## src/rtl/s2p_rx.sv

```systemverilog
// s2p_rx: serial-to-parallel receiver, LSB-first words on a valid/ready port.
// Optional even-parity bit per word when S2P_RX_PARITY_EN is defined.
module s2p_rx #(
    parameter int W = 4
) (
    input  logic         clk,
    input  logic         rst,
    input  logic         sync,
    input  logic         sin_valid,
    input  logic         sin,
    output logic         sin_ready,
    output logic [W-1:0] dout,
    output logic         dout_valid,
    input  logic         dout_ready,
    output logic         parity_err
);

    localparam int CW = $clog2(W + 1);

    typedef enum logic {
        COLLECT,
        STALL
    } state_t;

    state_t         state;
    state_t         state_d;
    logic [W-1:0]   sr;
    logic [W-1:0]   sr_d;
    logic [W-1:0]   shifted;
    logic [W-1:0]   word;
    logic [W-1:0]   dout_d;
    logic [CW-1:0]  cnt;
    logic [CW-1:0]  cnt_d;
    logic           dv_d;
    logic           done;

`ifdef S2P_RX_PARITY_EN
    logic           perr_q;
    logic           perr_d;
    logic           hold_q;
    logic           hold_d;
    logic           wperr;

    assign parity_err = perr_q;
`else
    assign parity_err = 1'b0;
`endif

    assign sin_ready = (state == COLLECT);
    assign shifted   = {sin, sr[W-1:1]};

    // State, shift register, counter and output buffer registers
    always_ff @(posedge clk) begin
        if (rst) begin
            state      <= COLLECT;
            sr         <= '0;
            cnt        <= '0;
            dout       <= '0;
            dout_valid <= 1'b0;
`ifdef S2P_RX_PARITY_EN
            perr_q     <= 1'b0;
            hold_q     <= 1'b0;
`endif
        end else begin
            state      <= state_d;
            sr         <= sr_d;
            cnt        <= cnt_d;
            dout       <= dout_d;
            dout_valid <= dv_d;
`ifdef S2P_RX_PARITY_EN
            perr_q     <= perr_d;
            hold_q     <= hold_d;
`endif
        end
    end

    // Next-state: bit accept, word completion, stall and drain
    always_comb begin
        state_d = state;
        sr_d    = sr;
        cnt_d   = cnt;
        dout_d  = dout;
        dv_d    = dout_valid;
        done    = 1'b0;
        word    = shifted;
`ifdef S2P_RX_PARITY_EN
        perr_d  = perr_q;
        hold_d  = hold_q;
        wperr   = 1'b0;
`endif

        if (dout_valid && dout_ready) begin
            dv_d = 1'b0;
        end

        unique case (state)
            COLLECT: begin
                if (sync) begin
                    cnt_d = '0;
                    if (sin_valid) begin
                        sr_d  = shifted;
                        cnt_d = CW'(1);
                    end
                end else if (sin_valid) begin
`ifdef S2P_RX_PARITY_EN
                    // parity bit is checked, never shifted into the data
                    if (cnt == CW'(W)) begin
                        done  = 1'b1;
                        word  = sr;
                        wperr = (^sr) ^ sin;
                    end else begin
                        sr_d  = shifted;
                        cnt_d = cnt + CW'(1);
                    end
`else
                    if (cnt == CW'(W - 1)) begin
                        done = 1'b1;
                        word = shifted;
                    end else begin
                        sr_d  = shifted;
                        cnt_d = cnt + CW'(1);
                    end
`endif
                end

                if (done) begin
                    cnt_d = '0;
                    if (!dout_valid || dout_ready) begin
                        dout_d = word;
                        dv_d   = 1'b1;
`ifdef S2P_RX_PARITY_EN
                        perr_d = wperr;
`endif
                    end else begin
                        // buffer busy: park the word in sr until drained
                        sr_d    = word;
                        state_d = STALL;
`ifdef S2P_RX_PARITY_EN
                        hold_d  = wperr;
`endif
                    end
                end
            end

            STALL: begin
                if (dout_ready) begin
                    dout_d  = sr;
                    dv_d    = 1'b1;
                    state_d = COLLECT;
`ifdef S2P_RX_PARITY_EN
                    perr_d  = hold_q;
`endif
                end
            end
        endcase
    end

endmodule

```

## config.mk

```make
export PLATFORM = sky130hd
export DESIGN_NAME = s2p_rx
export DESIGN_NICKNAME = d
export VERILOG_FILES = /design/src/rtl/s2p_rx.sv
export SDC_FILE = /design/constraint.sdc
export NUM_CORES = 1
export LEC_CHECK = 0
export CAP_MARGIN = 20
export CORE_AREA = 2 2 39 41
export DETAILED_ROUTE_END_ITERATION = 8
export DIE_AREA = 0 0 41 43
export GPL_ROUTABILITY_DRIVEN = 1
export PLACE_DENSITY = 0.83
export SLEW_MARGIN = 20
export SYNTH_ARGS = -nofsm -noshare
export SYNTH_HDL_FRONTEND = slang
export SYNTH_SLANG_ARGS = --single-unit
```

## constraint.sdc

```tcl
create_clock -name clk -period 3.96 [get_ports clk]
set_clock_uncertainty 0.05 [all_clocks]
set_input_delay 0.792 -clock clk [delete_from_list [all_inputs] [get_ports clk]]
set_output_delay 0.792 -clock clk [all_outputs]
set_load 0.05 [all_outputs]
```

==> impl_results.md, run 1 <==
* Most frequent cells in the layout: 14 x nor2_1, 13 x dfxtp_1, 11 x clkdlybuf4s50_1
* CTS Root Cell: clkbuf_4
* Max Buffers Root-to-Sink at 2
* Starting DRT DRC Count at 3
* Antenna violations before repair at 0
* Routed length per instance at 11.5 um
* Area Overhead vs Synth at 22.1%
* Avg Vias per Cell at 5.25
* Synth Register Bits at 13
* Warnings, synthesis at 0
* Multi-input gate area at around 350 sq um
* Area leader, netlist: dfxtp_1
* Synth unique cells at 24
* Hold crit path type: reg -> reg
* Post-route cell area at 774 sq um
* Worst setup path category: reg -> out
* Setup TNS at 0 ns
* Die X at 41 um
* Total power at 239 uW
* DRT Wirelength at about 1.1 mm
* Synth top area share at 41.0%
* Worst setup SP type: register
* Hold violation total from the final report at 0
* Worst EP arrival at roughly 1.7 ns
* Num CTS Buffers at 3
* Post-Syn Nets at 76
* Max incr delay on CP at 0.72 ns
* All-Layer GR Usage at 15.1%
* Avg Cell Area, Syn at between 9 and 10 sq um
* Seq/Total Area, Yosys at around 40%
* Resized cells post-CTS at 0
* Fin. max-slew vios at 0
* First-pass GRT wire length at 1.81 mm
* Peak supply drop at 186 uV
* Unrepaired setup endpoints after global routing: false
* Bufs and invs on worst path at 2
* Nets@finish at ~90
* Top cells by area, synth: dfxtp_1 41%, mux2i_1 13%, nor2_1 8.3%, ha_1 5.9%, a211oi_1 4.7%
* Status: finished clean
* PortBufs at 11
* R2r setup slk at 2.26 ns
* Area after DPL at around 750 sq um
* Site Rows at 14
* Final HPWL DP at ~810 um
* Clock latency at the later pin of the worst-skew pair at 0.27 ns
* Mapped Cells at 67
* Reg clk slew, reported paths at 0.08 ns
* Die area at 1760 sq um
* Hold_buf cts at 0
* P_leak at approximately 0.27 nW
* Postcts setup bufs at 0
* Register Area at 260 sq um
* Crit path time final at 2.55 ns
* Post-synth EDFFs at 0
* Number of diodes at 0
* CP endpoint kind: output pin
* Dominant synthesized flop cell: dfxtp_1
* Pin count of the biggest net entering global routing at 14
* # setup viols final at 0
* CTS tree: built
* Initial Util at 45.8%
* Gp weighted congestion at about 0.80
* Crit path max fanout at 10
* Mapped cell area at approximately 630 sq um
* Grt total ovfl at 0
* Most common cell after layout, fill and taps aside: nor2_1
* Die Y at around 43 um
* Fillers at 128
* Drt drc at 0
* Vias in the first global route at 461
* Max cap viols at 0
* Io pins at 13
* FFs w/ async S/R, synth at 0%
* CTS HTree Levels at 1
* Crit path max-delay family: buffers and inverters
* Crit-path cells: inv_1, clkdlybuf4s50_1
* DRT Pass-1 Iters at 2
* Fin crit share at 64.3%
* Share of post-route cells with drive strength above 1 at 7.59%
* Total number of vias at 499
* CP required at 3.12 ns
* Post-route ant nets at 0
* CP max-delay cell: clkdlybuf4s50_1
* Pwr/cell area at 308 nW/um^2
* FMAX at 0.393 GHz
* Core Region at 1380 sq um
* Sink Count at 13
## worst register-to-register path: cells and delay by family, from the launching register on
family / cells / cell delay, ns
flip-flops: 1 / 0.36
AO/OA/AOI/OAI: 2 / 0.40
adder cells (fa/ha/maj): 2 / 0.48
AND/OR/NAND/NOR: 2 / 0.31
## report_power, final
part	switching [mW]	total (mW)	internal, mW
Combinational	0.0127	0.0235	0.0108
Sequential	0.00185	0.135	0.133
Clock	0.0415	0.0804	0.0389
Total	0.0561	0.239	0.183
## path summary, 6_finish.rpt
kind,cells after the start,end,start
worst max register to register,6,dout[1],cnt[0]
worst min-delay path,2,cnt[2],cnt[2]
worst min register to register,2,cnt[2],cnt[2]
worst max-delay path,2,sin_ready,state
## synthesized netlist by cell type (2+ instances only)
| master | number |
|---|---|
| dfxtp_1 | 13 |
| nor3_1 | 2 |
| mux2i_1 | 8 |
| ha_1 | 3 |
| inv_1 | 3 |
| nor2_1 | 14 |
| a31oi_1 | 2 |
| a21oi_1 | 2 |
| nand2_1 | 2 |
| a211oi_1 | 4 |
## layout make-up
| cell class | count | area share (%) |
|---|---|---|
| multi-input cells | 48 | 44.7 |
| repair buffers | 11 | 14.2 |
| well taps | 16 | 2.58 |
| inverters | 3 | 1.45 |
| flip-flops and latches | 13 | 33.6 |
| clock buffers | 4 | 3.39 |
## sequential cells by signal, summed over array words and instances (netlist names)
name	flops
state	1
dout_valid	1
cnt	3
sr	4
dout	4
## through the flow
step,instances,utilization (%),setup slack [ns],hold slack [ns]
floorplan,67,-,2.32,0.407
global placement,91,54.1,1.74,0.426
detailed placement,91,54.1,1.71,0.435
CTS,95,56.0,1.40,0.454
global route,95,56.0,1.32,0.474
finish,95,56.0,1.41,0.454
## routing by layer
layer | global-route usage, % | part of all wire (%) | vias up
li1 | - | - | 261
met4 | 10.0 | 1.1 | 0
met5 | 0 | 0 | -
met2 | 24.7 | 47 | 8
met3 | 3.14 | 3.2 | 2
met1 | 16.3 | 48 | 228
## cells by family (layout without fill, tap and decap cells)
family,after synthesis,count (layout),share of synthesized area [%]
compound gates,13,13,17.8
fa+ha+maj,3,3,5.92
buf+inv,6,18,4.34
flops,13,13,41.0
mux,8,8,12.6
other cells,1,1,0.591
simple gates,23,23,17.8
No activity file was read; power rests on OpenSTA's default activity.
==> run 2: changes to the inputs <==
Settings changed: CORE_AREA 2 2 39 41 to unset, CORE_UTILIZATION set to 43, DIE_AREA 0 0 41 43 to unset, PLACE_DENSITY 0.83 to 0.8.
Clock period 3.96 ns to 2.2 ns, I/O delays scaled along.
==> impl_results.md, run 2 (same netlist as run 1, synthesis figures left out) <==
* Io pins at 13 (unchanged)
* Hold violation total from the final report at 0 (unchanged)
* Crit path max-delay family: buffers and inverters
* CTS HTree Levels at 1 (unchanged)
* Die area at 1630 sq um (-7.4%)
* CP required at 1.71 ns (-1.41 ns)
* Avg Vias per Cell at 5.39 (+2.6%)
* PortBufs at 11 (unchanged)
* Post-place setup slack at 0.329 ns (-1.38 ns)
* Worst EP arrival at 1.52 ns (-0.19 ns)
* Most frequent cells in the layout: 14 x nor2_1, 13 x dfxtp_1, 11 x clkdlybuf4s50_1
* Unrepaired setup endpoints after global routing: false
* Clock latency at the later pin of the worst-skew pair at 0.27 ns (about the same)
* GR Util met1 at 20.0% (+3.7 points)
* Routed length per instance at 12.2 um (+6.6%)
* Post-route cell area at 781 sq um (+0.81%)
* Gp weighted congestion at 0.778 (-2.7%)
* Met2 Resource Use GR at 28.2% (+3.5 points)
* Relative slew slack at between 60% and 70%
* Status: finished clean
* Area Overhead vs Synth at 23.1%
* Pwr/cell area at 544 nW/um^2 (+76%)
* Peak supply drop at 345 uV (+85%)
* Drt drc at 0 (unchanged)
* Fillers at 133 (+3.9%)
* Initial Util at 47.6% (+1.7 points)
* Vias in the first global route at 434 (-5.9%)
* # setup viols final at 0 (unchanged)
* Share of post-route cells with drive strength above 1 at 8.75% (+1.2 points)
* Setup WS post-layout at 0.193 ns (-1.22 ns)
* Crit path max fanout at 5 (-5)
* Num CTS Buffers at 3 (unchanged)
* Site Rows at 13 (-1)
* Starting DRT DRC Count at 4 (+1)
* Max cap viols at 0 (unchanged)
* FMAX at 0.498 GHz
* Hold_buf cts at 0 (unchanged)
* Busiest grt layer: met2
* Grt total ovfl at 0 (unchanged)
* CTS tree: built
* Sink Count at 13 (unchanged)
* Worst setup SP type: register
* Reg clk slew, reported paths at 0.07 ns (about the same)
* Die Y at 40.4 um (-6.0%)
* Number of diodes at 0 (unchanged)
* Antenna violations before repair at 0 (unchanged)
* Fin crit share at 91.2%
* GRT met3 Usage at 10.0% (+6.9 points)
* CP endpoint kind: output pin
* DRT Pass-1 Iters at 2 (unchanged)
* CTS Root Cell: clkbuf_4
* Postcts setup bufs at 0 (unchanged)
* First-pass GRT wire length at 1.80 mm (-0.39%)
* Setup TNS at 0 ns (unchanged)
* P_leak at 0.280 nW (+2.0%)
* Total number of vias at 512 (+2.6%)
* Core Region at 1330 sq um (-3.6%)
* Max incr delay on CP at 0.84 ns (+0.12 ns)
* Fin. max-slew vios at 0 (unchanged)
* Max Buffers Root-to-Sink at 2 (unchanged)
* Area after DPL at 754 sq um (+0.84%)
* Most common cell after layout, fill and taps aside: nor2_1
* Bufs and invs on worst path at 1 (-1)
* Worst setup path category: reg -> out
* Nets@finish at 90 (+1.1%)
* Resized cells post-CTS at 0 (unchanged)
* Crit path time final at 2.01 ns
* Pin count of the biggest net entering global routing at 14 (unchanged)
* Final Non-Filler Cells at 95 (unchanged)
* Post-route ant nets at 0 (unchanged)
* Hold crit path type: reg -> reg
* Crit-path cells: clkdlybuf4s50_1
* Largest regs: dout (4), sr (4), cnt (3)
* DRT Wirelength at 1.16 mm (+6.6%)
* Final HPWL DP at 875 um (+8.3%)
* CP max-delay cell: clkdlybuf4s50_1
* Die X at 40.4 um (-1.4%)
* Cells after DPL at 91 (unchanged)
* All-Layer GR Usage at 17.4% (+2.2 points)
* Worst Max-Slew Pin Slew at 0.506 ns
run 2: worst min-delay path, delay by kind of cell, from the launching register on:
kind,cells,cell delay (ns)
DFF,1,0.33
and+or+nand+nor,1,0.07
AOI/OAI and AO/OA,1,0.06
run 2: power by group:
group          internal, mW  total (mW)  switching [mW]  leakage, nW
logic                0.0194      0.0423          0.0229        0.160
clock network        0.0702       0.139          0.0693       0.0150
registers             0.239       0.243         0.00356        0.105
run 2: layout make-up:
cell class | instances | area [sq um] | share of cell area (%)
Inverter | 3 | 11.3 | 1.44
Timing Repair Buffer | 12 | 118 | 15.1
Tap cell | 15 | 18.8 | 2.40
Multi-Input combinational cell | 48 | 347 | 44.4
Sequential cell | 13 | 260 | 33.3
Clock buffer | 4 | 26.3 | 3.37
run 2: final timing paths:
path / slack [ns] / startpoint / end / cells past startpoint
setup / recovery: 0.19 / dout_valid / dout_valid / 1
hold / removal: 0.45 / cnt[2] / cnt[2] / 2
setup reg to reg: 0.47 / cnt[0] / dout[2] / 6
hold reg to reg: 0.45 / cnt[2] / cnt[2] / 2
run 2: through the flow:
stage	util (%)	total power, mW	hold WS, ns
final	58.5	0.425	0.446
after global routing	58.5	0.449	0.470
after CTS	58.5	0.431	0.455
after detailed placement	56.6	0.291	0.438
after global placement	56.6	0.290	0.435
after floorplan	-	0.275	0.407
run 2: routing by layer:
layer  vias to the layer above  part of all wire, %
met1                       237                   50
met5                         -                    0
met4                         0                    0
met3                         0                  5.0
li1                        266                    -
met2                         9                   45
==> run 3: changes to the inputs <==
Settings changed: SLEW_MARGIN 20 to 40.
==> results of run 3 <==
No change in the layout: final DEF, timing and power equal those of run 2.
